### src/rtl/hit_timestamper.sv
// hit_timestamper: groups single-cycle hit pulses into coincidence events
// (timestamp of the first hit + channel mask) and buffers the records in a
// FIFO drained through a valid/ready interface.
//
// Optional feature macro: HIT_TS_DEADTIME_EN adds a DEAD state after every
// event close, during which hits are ignored.
//
// Ports:
//   clk          system clock
//   aresetn      asynchronous reset, active-low
//   hit          per-channel detection pulses (one cycle wide)
//   o_valid      head record valid
//   i_ready      consumer accepts head record
//   o_timestamp  timestamp of the head record
//   o_mask       channel mask of the head record
//   o_count      FIFO occupancy
//   o_overflow   saturating count of records dropped on a full FIFO
module hit_timestamper #(
  parameter int unsigned N_CH     = 4,
  parameter int unsigned TS_WIDTH = 32,
  parameter int unsigned WINDOW   = 4,
  parameter int unsigned MIN_MULT = 1,
  parameter int unsigned DEPTH    = 8,
  parameter int unsigned DEADTIME = 8
) (
  input  logic                      clk,
  input  logic                      aresetn,
  input  logic [N_CH-1:0]           hit,
  output logic                      o_valid,
  input  logic                      i_ready,
  output logic [TS_WIDTH-1:0]       o_timestamp,
  output logic [N_CH-1:0]           o_mask,
  output logic [$clog2(DEPTH):0]    o_count,
  output logic [15:0]               o_overflow
);

  localparam int unsigned AW  = $clog2(DEPTH);
  localparam int unsigned CW  = AW + 1;
  localparam int unsigned WCW = $clog2(WINDOW + 1);
  localparam int unsigned PCW = $clog2(N_CH + 1);
  localparam int unsigned RW  = TS_WIDTH + N_CH;

`ifdef HIT_TS_DEADTIME_EN
  localparam int unsigned DTW = (DEADTIME > 1) ? $clog2(DEADTIME + 1) : 1;
  typedef enum logic [1:0] {S_IDLE, S_COLLECT, S_DEAD} state_t;
`else
  typedef enum logic [0:0] {S_IDLE, S_COLLECT} state_t;
`endif

  state_t              state, state_nxt;
  logic [TS_WIDTH-1:0] ts;
  logic [TS_WIDTH-1:0] ev_ts, ev_ts_nxt;
  logic [N_CH-1:0]     ev_mask, ev_mask_nxt;
  logic [WCW-1:0]      win_cnt, win_cnt_nxt;
  logic                close_c;
  logic [TS_WIDTH-1:0] push_ts_c;
  logic [N_CH-1:0]     push_mask_c;
  logic [PCW-1:0]      pop_cnt_c;
  logic                push_c, pop_c, full_c, wr_en_c;

`ifdef HIT_TS_DEADTIME_EN
  logic [DTW-1:0]      dead_cnt, dead_nxt;
`else
  logic                unused_deadtime;
  assign unused_deadtime = (DEADTIME != 0);
`endif

  // Event FSM: open on first hit, accumulate the mask for WINDOW cycles, close.
  always_comb begin
    state_nxt   = state;
    ev_ts_nxt   = ev_ts;
    ev_mask_nxt = ev_mask;
    win_cnt_nxt = win_cnt;
    close_c     = 1'b0;
    push_ts_c   = ev_ts;
    push_mask_c = ev_mask;
`ifdef HIT_TS_DEADTIME_EN
    dead_nxt    = dead_cnt;
`endif
    case (state)
      S_IDLE: begin
        if (hit != '0) begin
          ev_ts_nxt   = ts;
          ev_mask_nxt = hit;
          win_cnt_nxt = WCW'(1);
          push_ts_c   = ts;
          push_mask_c = hit;
          if (WINDOW == 1) close_c = 1'b1;
          else             state_nxt = S_COLLECT;
        end
      end
      S_COLLECT: begin
        ev_mask_nxt = ev_mask | hit;
        win_cnt_nxt = win_cnt + WCW'(1);
        push_mask_c = ev_mask | hit;
        if (win_cnt == WCW'(WINDOW - 1)) close_c = 1'b1;
      end
`ifdef HIT_TS_DEADTIME_EN
      // Hits on the DEADTIME-1 edges after close are ignored.
      S_DEAD: begin
        if (dead_cnt != '0) dead_nxt = dead_cnt - DTW'(1);
        if (dead_cnt <= DTW'(1)) state_nxt = S_IDLE;
      end
`endif
      default: state_nxt = S_IDLE;
    endcase
    if (close_c) begin
`ifdef HIT_TS_DEADTIME_EN
      state_nxt = S_DEAD;
      dead_nxt  = DTW'(DEADTIME - 1);
`else
      state_nxt = S_IDLE;
`endif
    end
  end

  // Multiplicity filter on the closing mask.
  always_comb begin
    pop_cnt_c = '0;
    for (int i = 0; i < int'(N_CH); i++) pop_cnt_c = pop_cnt_c + PCW'(push_mask_c[i]);
  end

  assign push_c  = close_c && (pop_cnt_c >= PCW'(MIN_MULT));
  assign pop_c   = o_valid && i_ready;
  assign full_c  = (o_count == CW'(DEPTH));
  assign wr_en_c = push_c && (!full_c || pop_c);

  logic [RW-1:0] mem [DEPTH];
  logic [AW-1:0] wr_ptr, rd_ptr, rd_nxt;
  logic [CW-1:0] count_nxt;
  logic [RW-1:0] head_nxt;

  // Next head: bypass the written record when it lands at the new read pointer.
  always_comb begin
    rd_nxt    = rd_ptr + AW'(pop_c);
    count_nxt = o_count + CW'(wr_en_c) - CW'(pop_c);
    head_nxt  = {o_timestamp, o_mask};
    if (count_nxt != '0) begin
      if (wr_en_c && (wr_ptr == rd_nxt)) head_nxt = {push_ts_c, push_mask_c};
      else                               head_nxt = mem[rd_nxt];
    end
  end

  // Record storage.
  always_ff @(posedge clk) begin
    if (wr_en_c) mem[wr_ptr] <= {push_ts_c, push_mask_c};
  end

  // State, timestamp, FIFO control and registered outputs.
  always_ff @(posedge clk or negedge aresetn) begin
    if (!aresetn) begin
      state       <= S_IDLE;
      ts          <= '0;
      ev_ts       <= '0;
      ev_mask     <= '0;
      win_cnt     <= '0;
      wr_ptr      <= '0;
      rd_ptr      <= '0;
      o_count     <= '0;
      o_valid     <= 1'b0;
      o_timestamp <= '0;
      o_mask      <= '0;
      o_overflow  <= '0;
`ifdef HIT_TS_DEADTIME_EN
      dead_cnt    <= '0;
`endif
    end else begin
      state   <= state_nxt;
      ts      <= ts + TS_WIDTH'(1);
      ev_ts   <= ev_ts_nxt;
      ev_mask <= ev_mask_nxt;
      win_cnt <= win_cnt_nxt;
`ifdef HIT_TS_DEADTIME_EN
      dead_cnt <= dead_nxt;
`endif
      if (wr_en_c) wr_ptr <= wr_ptr + AW'(1);
      rd_ptr                   <= rd_nxt;
      o_count                  <= count_nxt;
      o_valid                  <= (count_nxt != '0);
      {o_timestamp, o_mask}    <= head_nxt;
      if (push_c && full_c && !pop_c && (o_overflow != 16'hFFFF))
        o_overflow <= o_overflow + 16'd1;
    end
  end

endmodule

### config.mk
export PLATFORM = sky130hd
export DESIGN_NAME = hit_timestamper
export DESIGN_NICKNAME = d
export VERILOG_FILES = /design/src/rtl/hit_timestamper.sv
export SDC_FILE = /design/constraint.sdc
export NUM_CORES = 1
export LEC_CHECK = 0
export CORE_UTILIZATION = 35
export DETAILED_ROUTE_END_ITERATION = 12
export GPL_TIMING_DRIVEN = 0
export SLEW_MARGIN = 20
export SYNTH_ARGS = -nofsm -noshare
export SYNTH_HDL_FRONTEND = slang
export SYNTH_SLANG_ARGS = --single-unit
export TNS_END_PERCENT = 20
### constraint.sdc
create_clock -name clk -period 7.52 [get_ports clk]
set_clock_uncertainty 0.15 [all_clocks]
set_input_delay 1.128 -clock clk [delete_from_list [all_inputs] [get_ports clk]]
set_output_delay 1.128 -clock clk [all_outputs]
set_load 0.05 [all_outputs]
[Word-level counts from Yosys, hierarchy flattened]
Memory sizes are Yosys's and may differ from the RTL's. A register that Yosys moved wholly into a read port is not among the register bits.
Index checks and enable logic that the tools add are counted.
Cells by class
  add/sub/neg operators: 10
  multipliers: 0
  divide/modulo/power cells: 0
  order comparisons: 1
  equal/unequal tests: 4
  shift-type cells: 0
  multiplexer cells: 13
  bitwise gates (word level): 2
  reduce and logical (&&, ||, !) cells: 12
Operators with widths (number)
  $mux W32: 2
  $add A32 B1 Y32 const B: 1
  $add A16 B1 Y16 const B: 1
  $ne A16 B16 Y1 const B: 1
  $pmux W4 S2: 1
  $reduce_bool A4 Y1: 2
  $mux W1: 7
  $add A3 B1 Y3: 2
  $add A3 B1 Y3 const B: 2
  $logic_and A1 B1 Y1: 6
  $pmux W3 S2: 1
  $add A4 B1 Y4: 1
  $eq A4 B4 Y1 const B: 1
  $mux W4: 1
  $or A4 B4 Y4: 1
  $sub A4 B1 Y4: 1
  $add A2 B1 Y3: 1
  $eq A3 B2 Y1 const B: 1
  $ge A3 B1 Y1 const B: 1
  $logic_not A1 Y1: 3
  $mux W3: 1
  $add A1 B1 Y2: 1
  $ne A2 B2 Y1 const B: 1
  $logic_or A1 B1 Y1: 1
  $not A1 Y1: 1
Storage, ports and cells
  bits in registers: 99
  latch bits: 0
  bits in writable memories: 288
  memory bits (read-only): 0
  output and inout bits: 57
  logic and storage cells: 53
  memories: 1
Memories
  mem: words 8, width 36, rd ports 1, clocked after Yosys merged registers in 1, write ports 1, line 128  | logic [RW-1:0] mem [DEPTH];

[Depth between registers and ports, before layout]
  word-level depth: 12
  depth in mapped cells: 27

[Worst setup path after synthesis]
Ideal clock, no wire load.
  path type: input to register
  from: in hit[0]
  to: mem mem[0][0] (netlist bit) (enable)
  library setup time: 0.519 ns
  arrival: 7.452 ns
  setup slack: -0.601 ns
  stages on the path: 16
  path buffers: 2
  cell sequence: nor4_1 or2_1 buf_4 buf_4 a21o_1 inv_1 fa_1 inv_1 ha_1 inv_1 ha_1 nor3b_1 o211ai_1 nor2_1 clkinv_1 nor4_1
Between the ends
  cells in the longest elaborated chain, start to end: 11
  elaborated cells between the ends (all ways): 12
  classes of those cells: 3 x add/sub; 1 x order compare; 4 x mux; 1 x bitwise; 3 x reduce/logical
Ends and longest elaborated chain
  from (decl): line 28  | input logic [N_CH-1:0] hit,
  $reduce_bool A4 Y1: line 82  | if (hit != '0) begin
  $mux W4
  $pmux W4 S2
  via ev_mask_nxt[1]: line 53  | logic [N_CH-1:0] ev_mask, ev_mask_nxt;
  $add A1 B1 Y2: line 120  | for (int i = 0; i < int'(N_CH); i++) pop_cnt_c = pop_cnt_c + PCW'(push_mask_c[i]);
  $add A2 B1 Y3: line 120
  $add A3 B1 Y3: line 120
  $ge A3 B1 Y1: line 123  | assign push_c = close_c && (pop_cnt_c >= PCW'(MIN_MULT));
  $logic_and A1 B1 Y1: line 123
  $logic_and A1 B1 Y1: line 126  | assign wr_en_c = push_c && (!full_c || pop_c);
  $mux W1: line 146  | if (wr_en_c) mem[wr_ptr] <= {push_ts_c, push_mask_c};
  $mux W1 (not written as such): line 146
  to (decl): line 128
The timed path passes the listed nets, and every way through them passes these cells.

[Worst setup path in the final report]
  from: in hit[0]
  to: reg o_timestamp[4], read port of mem
Between the ends
  cells in the longest elaborated chain, start to end: 12
  elaborated cells between the ends (all ways): 13
  classes of those cells: 5 x add/sub; 1 x order compare; 2 x mux; 1 x bitwise; 4 x reduce/logical
Ends and longest elaborated chain
  $reduce_bool A4 Y1: line 82
  $mux W4
  $pmux W4 S2
  via ev_mask_nxt[1]: line 53
  $add A1 B1 Y2: line 120
  $add A2 B1 Y3: line 120
  $add A3 B1 Y3: line 120
  $ge A3 B1 Y1: line 123
  $logic_and A1 B1 Y1: line 123
  $logic_and A1 B1 Y1: line 126
  $add A4 B1 Y4: line 136  | count_nxt = o_count + CW'(wr_en_c) - CW'(pop_c);
  $sub A4 B1 Y4: line 136
  via count_nxt[1]: line 130  | logic [CW-1:0] count_nxt;
  $reduce_bool A4 Y1: line 138  | if (count_nxt != '0) begin
  to (decl): line 31  | output logic [TS_WIDTH-1:0] o_timestamp,
The timed path passes the listed nets, and every way through them passes these cells.
A chain may end at the register's enable or synchronous reset.

==> run summary <==
Critical Path Sink = o_timestamp[4]$_DFFE_PN0P_
Critical Path Sink Type = register
Yosys cell types = 51
number of diodes = 0
Slew Limit Fails = 0
Tcrit/Tclk final = 0.9322
Layout area overhead = 19.74%
Post-Place Setup Slack = -1.514 ns
# DRC = 1
Mapped Nets = 1032
Buffers on Ports = 63
Req. time, crit path = 7.86 ns
H-tree levels = 2
register area share after synthesis = 0.7135
Die Y-Extent = 221.4 um
crit start category = input pin
EDFF count, synth = 288
CTS sink cnt = 423
fmax = 142.7 MHz
final cell count without fillers = 1796
Post-Place Cells = 1715
RSZ-0062 raised after global routing = false
leakage power = 7.554 nW
dpl hpwl = 23300 um
gr usage total = 0.1491
via/cell ratio = 4.883
initial antenna violation count = 0
final worst slack = 0.5101 ns
Max-slew headroom = 0.4589
run status = complete, but fails checks
failing checks = design-rule violations
critical path type = in2reg
clock root buffer = clkbuf_16
nets = 1169
clock-pin slew on the worst setup and hold paths = 0.06 ns
first-pass GRT wire length = 56060 um
Core ar. = 0.04765 mm2
vias in the first global route = 9408
Max Root-Sink Buffers = 3
layout cells sized above 1 = 0.2159
num rows = 80
Critical R2R Capture = o_timestamp[4]$_DFFE_PN0P_
CTS tree = built
PwrDens = 407.6 mW/mm2
Via Count = 8769
antenna viol nets, final = 0
router iterations before antenna repair = 8
Synth Area per Inst = 16.72 um2
FF-to-FF path depth = 25
worst hold path type = in2async
Reg2Reg Setup Slack = 1.51 ns
Initial Utilization = 0.3538
num ports = 64
Power, Total = 0.008227 W
Final min period = 7.010 ns
Synth async-reset ratio = 0.3191
Overflow after GRT = 0
Total Neg Setup Slack = 0 ns
Worst Path Max Fanout = 10
final hold viol count = 0
VDD IR max = 0.1537 mV
WL/cell = 19.57 um
worst slew pin tran = 0.8062 ns
clk_lat worst skew = 0.57 ns
maximum capacitance violations = 0
total CTS buffers = 44
Worst Setup SP = hit[0]
Post-synth top flop = edfxtp_1
yosys warns = 0
Critical R2R Launch = state$_DFF_PN0_
critical path arrival = 7.35 ns
Routed Wire Length = 35150 um
mapped cell area = 0.01685 mm2
Final setup violation count = 0
routability cong. = 0.7342
Detailed Route Iter0 Violations = 673
Syn Inst Count = 1008
commonest non-fill, non-tap cell in the layout = edfxtp_1
Die Wd = 221.4 um
most frequent cells in the layout = edfxtp_1 (288), dfrtp_1 (135), nor2_1 (113)
Final Core Density = 0.4236
FF+latch count, synth = 423
largest net degree at the start of global routing = 85
Die ar. = 0.04904 mm2
==> through the flow <==
step                      cell area, um2  hold WS [ns]
after floorplan                    16860        0.2878
after global placement             18260        0.3064
after detailed placement           18650        0.3117
after CTS                          20180        0.3177
after global routing               20180        0.3357
final                              20180        0.3161
==> final cells by class <==
type                    count  area [um2]
fillers                  4215       27460
multi-input cells         518        4573
clock buffers              60        1286
flip-flops and latches    423       12030
plain buffers              41       240.2
well taps                 615       769.5
clock inverters            22       224.0
repair buffers             92       968.4
inverters                  25       93.84
==> repair_timing <==
action	in CTS	in global routing
pin swaps	0	0
buffers inserted	0	0
hold buffers	0	0
gates resized for setup	10	3
setup endpoints to repair	37	37
==> worst max-delay path, cell delays in order <==
cell             delay (ns)
clkdlybuf4s50_1        0.47
nor4_4                 0.50
or2_1                  0.16
buf_4                  0.17
buf_4                  0.23
a21o_1                 0.33
inv_1                  0.12
fa_1                   0.49
inv_1                  0.04
ha_1                   0.20
inv_1                  0.06
ha_1                   0.22
nor3b_1                0.26
o211ai_1               0.20
nor2_1                 0.30
inv_2                  0.17
ha_1                   0.32
inv_1                  0.05
ha_1                   0.16
inv_1                  0.06
fa_1                   0.47
inv_1                  0.05
nor3_1                 0.21
o21a_2                 0.36
buf_2                  0.38
nand2_1                0.10
o21ai_1                0.09
==> routing by layer <==
layer  part of all wire  GRT usage
met1               0.44     0.2004
met2               0.50     0.2495
met3              0.040    0.02523
met4              0.017    0.04256
met5                  0          0
==> how the worst min path moves through the flow <==
stage | startpoint | end | slack, ns | depth (start not counted)
after floorplan | ts[31]$_DFF_PN0_ | ts[31]$_DFF_PN0_ | 0.29 | 1
after global placement | ts[31]$_DFF_PN0_ | ts[31]$_DFF_PN0_ | 0.31 | 1
after detailed placement | ts[31]$_DFF_PN0_ | ts[31]$_DFF_PN0_ | 0.31 | 1
after CTS | aresetn | o_timestamp[11]$_DFFE_PN0P_ | 0.32 | 1
after global routing | aresetn | o_timestamp[11]$_DFFE_PN0P_ | 0.34 | 1
final | aresetn | o_timestamp[11]$_DFFE_PN0P_ | 0.32 | 1
==> report_power, final <==
part | internal (W) | switching [W]
registers | 0.00287 | 0.000130
clock network | 0.00134 | 0.000898
logic | 0.00117 | 0.00182
total | 0.00538 | 0.00285
==> flip-flops by register name (all words and copies together), names as in the netlist <==
register	count
o_overflow	16
mem	288
win_cnt	3
wr_ptr	3
ev_ts	32
ev_mask	4
rd_ptr	3
o_count	4
ts	32
o_timestamp	32
state	1
o_valid	1
o_mask	4
==> synth_stat cells, types with 2 or more instances <==
library cell	count	area share
edfxtp_1	288	0.51
dfrtp_1	135	0.20
nor2_1	116	0.026
mux4_2	72	0.096
nand2_1	65	0.014
mux2i_1	33	0.020
mux2_2	31	0.021
xnor2_1	31	0.016
o21ai_1	28	0.0083
inv_1	23	0.0051
nand3_1	20	0.0059
xor2_1	20	0.010
ha_1	15	0.011
buf_2	14	0.0042
nand4_1	14	0.0052
clkbuf_1	13	0.0029
nor3_1	11	0.0033
a21oi_1	8	0.0024
o21ai_0	7	0.0021
and3_1	6	0.0022
buf_4	6	0.0027
buf_6	5	0.0033
a22o_1	4	0.0021
and2_1	4	0.0015
buf_1	4	0.00089
nor4_1	3	0.0011
a211oi_1	2	0.00089
a21o_1	2	0.00089
and4_1	2	0.0010
fa_1	2	0.0024
nand2b_1	2	0.00074
nor2b_1	2	0.00074
nor3_2	2	0.0012
==> cell families after synthesis <==
kind of cell / after synthesis / share of synthesized area
simple gates: 257 / 0.06971
buf+inv: 67 / 0.01952
compound gates: 56 / 0.01908
mux: 136 / 0.1365
flops: 423 / 0.7135
xor+xnor: 52 / 0.02813
fa+ha+maj: 17 / 0.01351
(Power assumes the default switching activity.)
